$ cat src/rtl/activation_stream.sv
// activation_stream: two-stage streaming activation unit with frame position tracking.
//
// Accepts one pixel position per beat (LANES signed BITWIDTH-bit channels) on a
// valid/ready handshake, applies the frame's activation (pass / ReLU / clipped ReLU /
// leaky ReLU) in S1, and presents the result from S2 together with row/frame markers.
//
// Ports:
//   clk, rst_n          clock (rising edge), asynchronous active-low reset
//   mode, clip_max      activation select and clip bound, sampled on beat (0,0) of a frame
//   in_valid/in_ready   input handshake; in_data carries lane k at [k*BITWIDTH +: BITWIDTH]
//   in_last             upstream end-of-frame marker, checked against internal position
//   out_valid/out_ready output handshake; out_data carries the activated lanes
//   out_row_last        beat is the last column of a row
//   out_last            beat is the last pixel of the frame
//   frame_err           sticky: in_last disagreed with the internal position
//
// Build option: define ACT_LEAKY_EN to implement leaky ReLU on mode 11; otherwise
// mode 11 behaves as ReLU and the shifter is not built.

module activation_stream #(
  parameter int unsigned BITWIDTH    = 32,
  parameter int unsigned LANES       = 2,
  parameter int unsigned ROWS        = 28,
  parameter int unsigned COLS        = 28,
  parameter int unsigned LEAKY_SHIFT = 3
) (
  input  logic                      clk,
  input  logic                      rst_n,
  input  logic [1:0]                mode,
  input  logic [BITWIDTH-1:0]       clip_max,
  input  logic                      in_valid,
  output logic                      in_ready,
  input  logic [LANES*BITWIDTH-1:0] in_data,
  input  logic                      in_last,
  output logic                      out_valid,
  input  logic                      out_ready,
  output logic [LANES*BITWIDTH-1:0] out_data,
  output logic                      out_row_last,
  output logic                      out_last,
  output logic                      frame_err
);

  localparam int unsigned RW = (ROWS > 1) ? $clog2(ROWS) : 1;
  localparam int unsigned CW = (COLS > 1) ? $clog2(COLS) : 1;

  logic                      adv, accept;
  logic [RW-1:0]             row_q;
  logic [CW-1:0]             col_q;
  logic                      first_beat, beat_row_last, beat_last;
  logic [1:0]                mode_q, mode_eff;
  logic signed [BITWIDTH-1:0] clip_q, clip_in_eff, clip_eff;
  logic signed [BITWIDTH-1:0] lane_x, lane_y;
  logic [LANES*BITWIDTH-1:0] act_data;

  logic                      s1_valid, s1_row_last, s1_last;
  logic [LANES*BITWIDTH-1:0] s1_data;

  // Both stages move together; a stalled output freezes the whole pipe.
  assign adv      = ~out_valid | out_ready;
  assign in_ready = adv;
  assign accept   = in_valid & adv;

  assign first_beat    = (row_q == '0) && (col_q == '0);
  assign beat_row_last = (col_q == CW'(COLS - 1));
  assign beat_last     = beat_row_last && (row_q == RW'(ROWS - 1));

  // A negative clip bound clamps everything positive to zero.
  assign clip_in_eff = clip_max[BITWIDTH-1] ? '0 : $signed(clip_max);

  // Beat (0,0) uses the live controls; the rest of the frame uses the latched copy.
  assign mode_eff = first_beat ? mode : mode_q;
  assign clip_eff = first_beat ? clip_in_eff : clip_q;

  always_comb begin
    act_data = '0;
    lane_x   = '0;
    lane_y   = '0;
    for (int k = 0; k < LANES; k++) begin
      lane_x = $signed(in_data[k*BITWIDTH +: BITWIDTH]);
      lane_y = lane_x;
      unique case (mode_eff)
        2'b00: lane_y = lane_x;
        2'b01: lane_y = lane_x[BITWIDTH-1] ? '0 : lane_x;
        2'b10: begin
          if (lane_x[BITWIDTH-1]) lane_y = '0;
          else if (lane_x > clip_eff) lane_y = clip_eff;
          else lane_y = lane_x;
        end
        2'b11: begin
`ifdef ACT_LEAKY_EN
          lane_y = lane_x[BITWIDTH-1] ? (lane_x >>> LEAKY_SHIFT) : lane_x;
`else
          lane_y = lane_x[BITWIDTH-1] ? '0 : lane_x;
`endif
        end
        default: lane_y = lane_x;
      endcase
      act_data[k*BITWIDTH +: BITWIDTH] = lane_y;
    end
  end

`ifndef ACT_LEAKY_EN
  logic unused_leaky_shift;
  assign unused_leaky_shift = ^LEAKY_SHIFT;
`endif

  always_ff @(posedge clk or negedge rst_n) begin
    if (!rst_n) begin
      row_q        <= '0;
      col_q        <= '0;
      mode_q       <= 2'b01;
      clip_q       <= '0;
      frame_err    <= 1'b0;
      s1_valid     <= 1'b0;
      s1_data      <= '0;
      s1_row_last  <= 1'b0;
      s1_last      <= 1'b0;
      out_valid    <= 1'b0;
      out_data     <= '0;
      out_row_last <= 1'b0;
      out_last     <= 1'b0;
    end else begin
      if (accept) begin
        if (beat_row_last) begin
          col_q <= '0;
          row_q <= beat_last ? '0 : row_q + 1'b1;
        end else begin
          col_q <= col_q + 1'b1;
        end
        if (first_beat) begin
          mode_q <= mode;
          clip_q <= clip_in_eff;
        end
        // No resync on mismatch: the error is only flagged.
        if (in_last != beat_last) frame_err <= 1'b1;
      end
      if (adv) begin
        s1_valid     <= accept;
        s1_data      <= accept ? act_data : '0;
        s1_row_last  <= accept & beat_row_last;
        s1_last      <= accept & beat_last;
        out_valid    <= s1_valid;
        out_data     <= s1_data;
        out_row_last <= s1_row_last;
        out_last     <= s1_last;
      end
    end
  end

endmodule

$ cat config.mk
export PLATFORM = sky130hd
export DESIGN_NAME = activation_stream
export DESIGN_NICKNAME = d
export VERILOG_FILES = /design/src/rtl/activation_stream.sv
export SDC_FILE = /design/constraint.sdc
export NUM_CORES = 1
export LEC_CHECK = 0
export BUFFER_PORTS_ARGS = -buffer_cell sky130_fd_sc_hd__buf_2
export CORE_ASPECT_RATIO = 0.6
export CORE_MARGIN = 2
export CORE_UTILIZATION = 51
export CTS_CLUSTER_SIZE = 28
export DETAILED_ROUTE_END_ITERATION = 10
export PLACE_DENSITY_LB_ADDON = 0.25
export REMOVE_ABC_BUFFERS = 1
export SLEW_MARGIN = 20
export SYNTH_ARGS = -nofsm -noshare
export SYNTH_HDL_FRONTEND = slang
export SYNTH_SLANG_ARGS = --single-unit
$ cat constraint.sdc
create_clock -name clk -period 4.05 [get_ports clk]
set_clock_uncertainty 0.15 [all_clocks]
set_input_delay 0.6075 -clock clk [delete_from_list [all_inputs] [get_ports clk]]
set_output_delay 0.6075 -clock clk [all_outputs]
set_load 0.03 [all_outputs]
==> metrics.md <==
| Metric | Value |
|---|---|
| Vias in the first global route | ~8,000 |
| Setup slack after layout | -50.9 ps |
| CP Cell Sequence | inv_1 > ha_4 > nor4b_4 > nand2_4 > buf_12 > buf_12 > nor2_4 > a21oi_4 > ha_4 > nand4_1 > nor3_2 > nand4_1 > buf_4 > nor2_2 > a31oi_2 > nand2_2 > buf_12 > nor3_1 > a221o_1 |
| Vias/cell | just under 6 |
| CTS tree | built |
| Max Fclk | about 240 MHz |
| GRT Total Usage | 0.287 |
| GRT overflow | 0 |
| Final #Nets | ~1,500 |
| Area Growth Syn to Fin | 29.4% |
| R2R cell count | 19 |
| I/O Pins | about 170 |
| # DRC | 0 |
| DR pass1 iterations | 5 |
| Syn Inst Count | 1,086 |
| CTS H-tree lvls | 4 |
| Number of max-cap violations | 0 |
| FFs w/ async S/R, synth | 1.00 |
| Detailed-route wire length | just under 30,000 um |
| Slowest cell on the critical path | dfrtp_1 |
| Share of the synthesized area in the top cell type | 0.465 |
| Ratio of cells with drive above 1 in the final layout | 0.285 |
| FILL cells | between 1,500 and 2,000 |
| Synth top area cells | dfrtp_1, nand2_1, ha_1 |
| Worst-path fanout max | 14 |
| Final period utilization | 1.01 |
| Power density cells | just under 400 nW/um^2 |
| Final ANT Viol Nets | 0 |
| Synth Warn # | 0 |
| CP Data Arrival Time | 4270 ps |
| Final hold vios | 0 |
| Crit Reg-Reg Endpoint | s1_data[25] |
| Yosys reg bits | about 180 |
| Total vias in the final route | about 9,000 |
| Most used cell, CP | buf_12 |
| Die Ht | between 100 and 150 um |
| Distinct cells, synth | 54 |
| Starting DRT DRC Count | slightly above 800 |
| Number of flops mapped to enable cells by yosys | 0 |
| Top_reg_cell synth | dfrtp_1 |
| Layout Cells excl Fill | between 1,500 and 2,000 |
| Placer Congestion | between 0.8 and 0.9 |
| VDD IR max | between 0.2 and 0.3 mV |
| Post-DP Area | 11,200 sq um |
| Sink Count | 179 |
| Final min period | 4100 ps |
| Initial antenna violation count | 4 |
| WP data required | about 4200 ps |
| Core Area | roughly 18,000 sq um |
| Chip width | 181 um |
| Seq/Total Area, Yosys | 0.468 |
| Final core utilization | 0.679 |
| Post-Syn Area | around 9600 sq um |
| Slew headroom | 0.389 |
| Row cnt | 38 |
| Fin. max-slew vios | 0 |
| Critical Path Start Type | register |
| Worst-skew pair later-pin latency | roughly 450 ps |
| Area leader, netlist | dfrtp_1 |
| Placement Setup Slack | -176 ps |
| Post-Layout Inst Area | 12,400 sq um |
| Syn avg cell area | approximately 8.8 sq um |
| Failing checks | negative setup slack |
| Post-DP HPWL | just under 20,000 um |
| Clock transition at path regs | 70 ps |
| Port bufs | approximately 170 |
| Root Driver | clkbuf_16 |
| Final setup fails | 31 |
| Hold WC Path Type | in -> async |
| Outcome | complete, but fails checks |
| TritonCTS buffer count | 17 |
| Die area | between 15,000 and 20,000 sq um |
| LEAKAGE | 6.10 nW |
| Slew @ Worst Pin | roughly 920 ps |
| Clk buf depth | 2 |
| Placed instance count | around 1,500 |
| Largest net degree at the start of global routing | roughly 90 |
| Global-route wire length before repair | about 44,000 um |
| Worst R2R Start | row_q[0] |
| Initial core utilization | 0.525 |
| Largest stage delay on the critical path | approximately 380 ps |
| Internal reg-to-reg setup slack | -50 ps |
| Worst setup EP type | register |
| WL/cell | between 15 and 20 um |
| Unrepaired setup endpoints after global routing | yes |
| Critical path class | reg -> reg |
registers in the layout, indices dropped and copies added, names as in the netlist, 2 cells and up:
name / cells
out_data: 64
s1_data: 64
clip_q: 32
col_q: 5
row_q: 5
mode_q: 2
layout by cell type, fill, tap and decap left out, types with 3 or more instances in the layout:
cell,count
clkbuf_16,24
nor2_2,7
nand3_1,12
xnor2_1,4
nor3_1,30
dfrtp_1,178
nor2_1,68
nor2_4,4
clkinv_4,7
inv_2,4
inv_1,10
a21oi_1,37
diode_2,4
a21oi_2,14
ha_4,4
mux2_2,6
a221o_1,63
nand4_1,8
buf_12,10
nand2_1,316
buf_2,170
buf_4,68
ha_1,60
nor4b_4,3
and2_1,3
a21o_1,9
o21ai_2,5
xor2_1,3
nor3_2,10
clkinv_2,3
o21ai_0,45
o21ai_1,32
nand2b_1,35
buf_6,8
report_power, final:
part           leakage [nW]  switching [mW]  total [mW]  internal, mW
Sequential             2.36           0.119        2.10          1.98
Combinational          3.47           0.748        1.20         0.453
Clock                 0.275           0.758        1.61         0.854
metal layers:
layer	global-route usage	share of wire
met5	0	0
met4	0.0749	0.016
met3	0.0677	0.092
met2	0.416	0.42
met1	0.433	0.47
cell type report:
type                    instances  area, sq um  area share
clock inverters                14          131      0.0106
flip-flops and latches        179         4480       0.361
clock buffers                  18          429      0.0346
diodes                          4         10.0    0.000807
inverters                      14         52.6     0.00424
repair buffers                264         1840       0.149
well taps                     240          300      0.0242
multi-input cells             827         5160       0.416
how the worst max path moves through the flow:
stage / cells past startpoint / start / slack (ps) / endpoint
2_1_floorplan: 5 / out_ready / -5200 / clip_q[1]
3_5_place_dp: 19 / col_q[0] / -180 / s1_data[1]
5_1_grt: 19 / row_q[1] / -200 / s1_data[26]
6_report: 19 / row_q[0] / -50 / s1_data[25]
4_1_cts: 20 / row_q[0] / 8 / s1_data[28]
3_3_place_gp: 15 / clip_max[31] / -30 / s1_data[4]
synthesized netlist by cell type (all sizes together) (3+ instances only):
cell and instances:
nand2 318, dfrtp 178, o21ai 82, nor2 79, ha 64, a221o 63, clkbuf 55, a21oi 53
nor3 41, nand2b 35, inv 14, nand3 14, buf 11, a21o 9, nand4 8, mux2 7
a31oi 6, xnor2 5, xor2 4, a211oi 3, and2 3, nor2b 3, nor4b 3
through the flow:
step	total power [mW]	hold slack, ps	TNS [ps]
6_report	4.91	52.8	-1090
5_1_grt	5.14	126	-8200
4_1_cts	4.86	86.2	0
3_5_place_dp	3.23	292	-4320
3_3_place_gp	3.21	285	-606
2_1_floorplan	2.75	162	-781380
what timing repair did:
item,CTS,global route
pin swaps,4,34
hold buffers,0,0
buffers inserted,5,9
cloned,0,8
gates resized for setup,11,77
endpoints found under the setup margin,63,63
cell families after synthesis:
kind of cell	synth area share
AO/OA/AOI/OAI	0.164
XOR/XNOR	0.00901
adder cells (fa/ha/maj)	0.0836
buffers and inverters	0.0346
flip-flops	0.468
multiplexers	0.0103
AND/OR/NAND/NOR	0.231
worst max-delay path: cells and delay by family (launching register included):
family                     cells  cell delay (ps)
and+or+nand+nor                9             1710
buffers and inverters          5              850
AOI/OAI and AO/OA              3              480
adders and majority gates      2              400
DFF                            1              380
(Power assumes the default switching activity.)
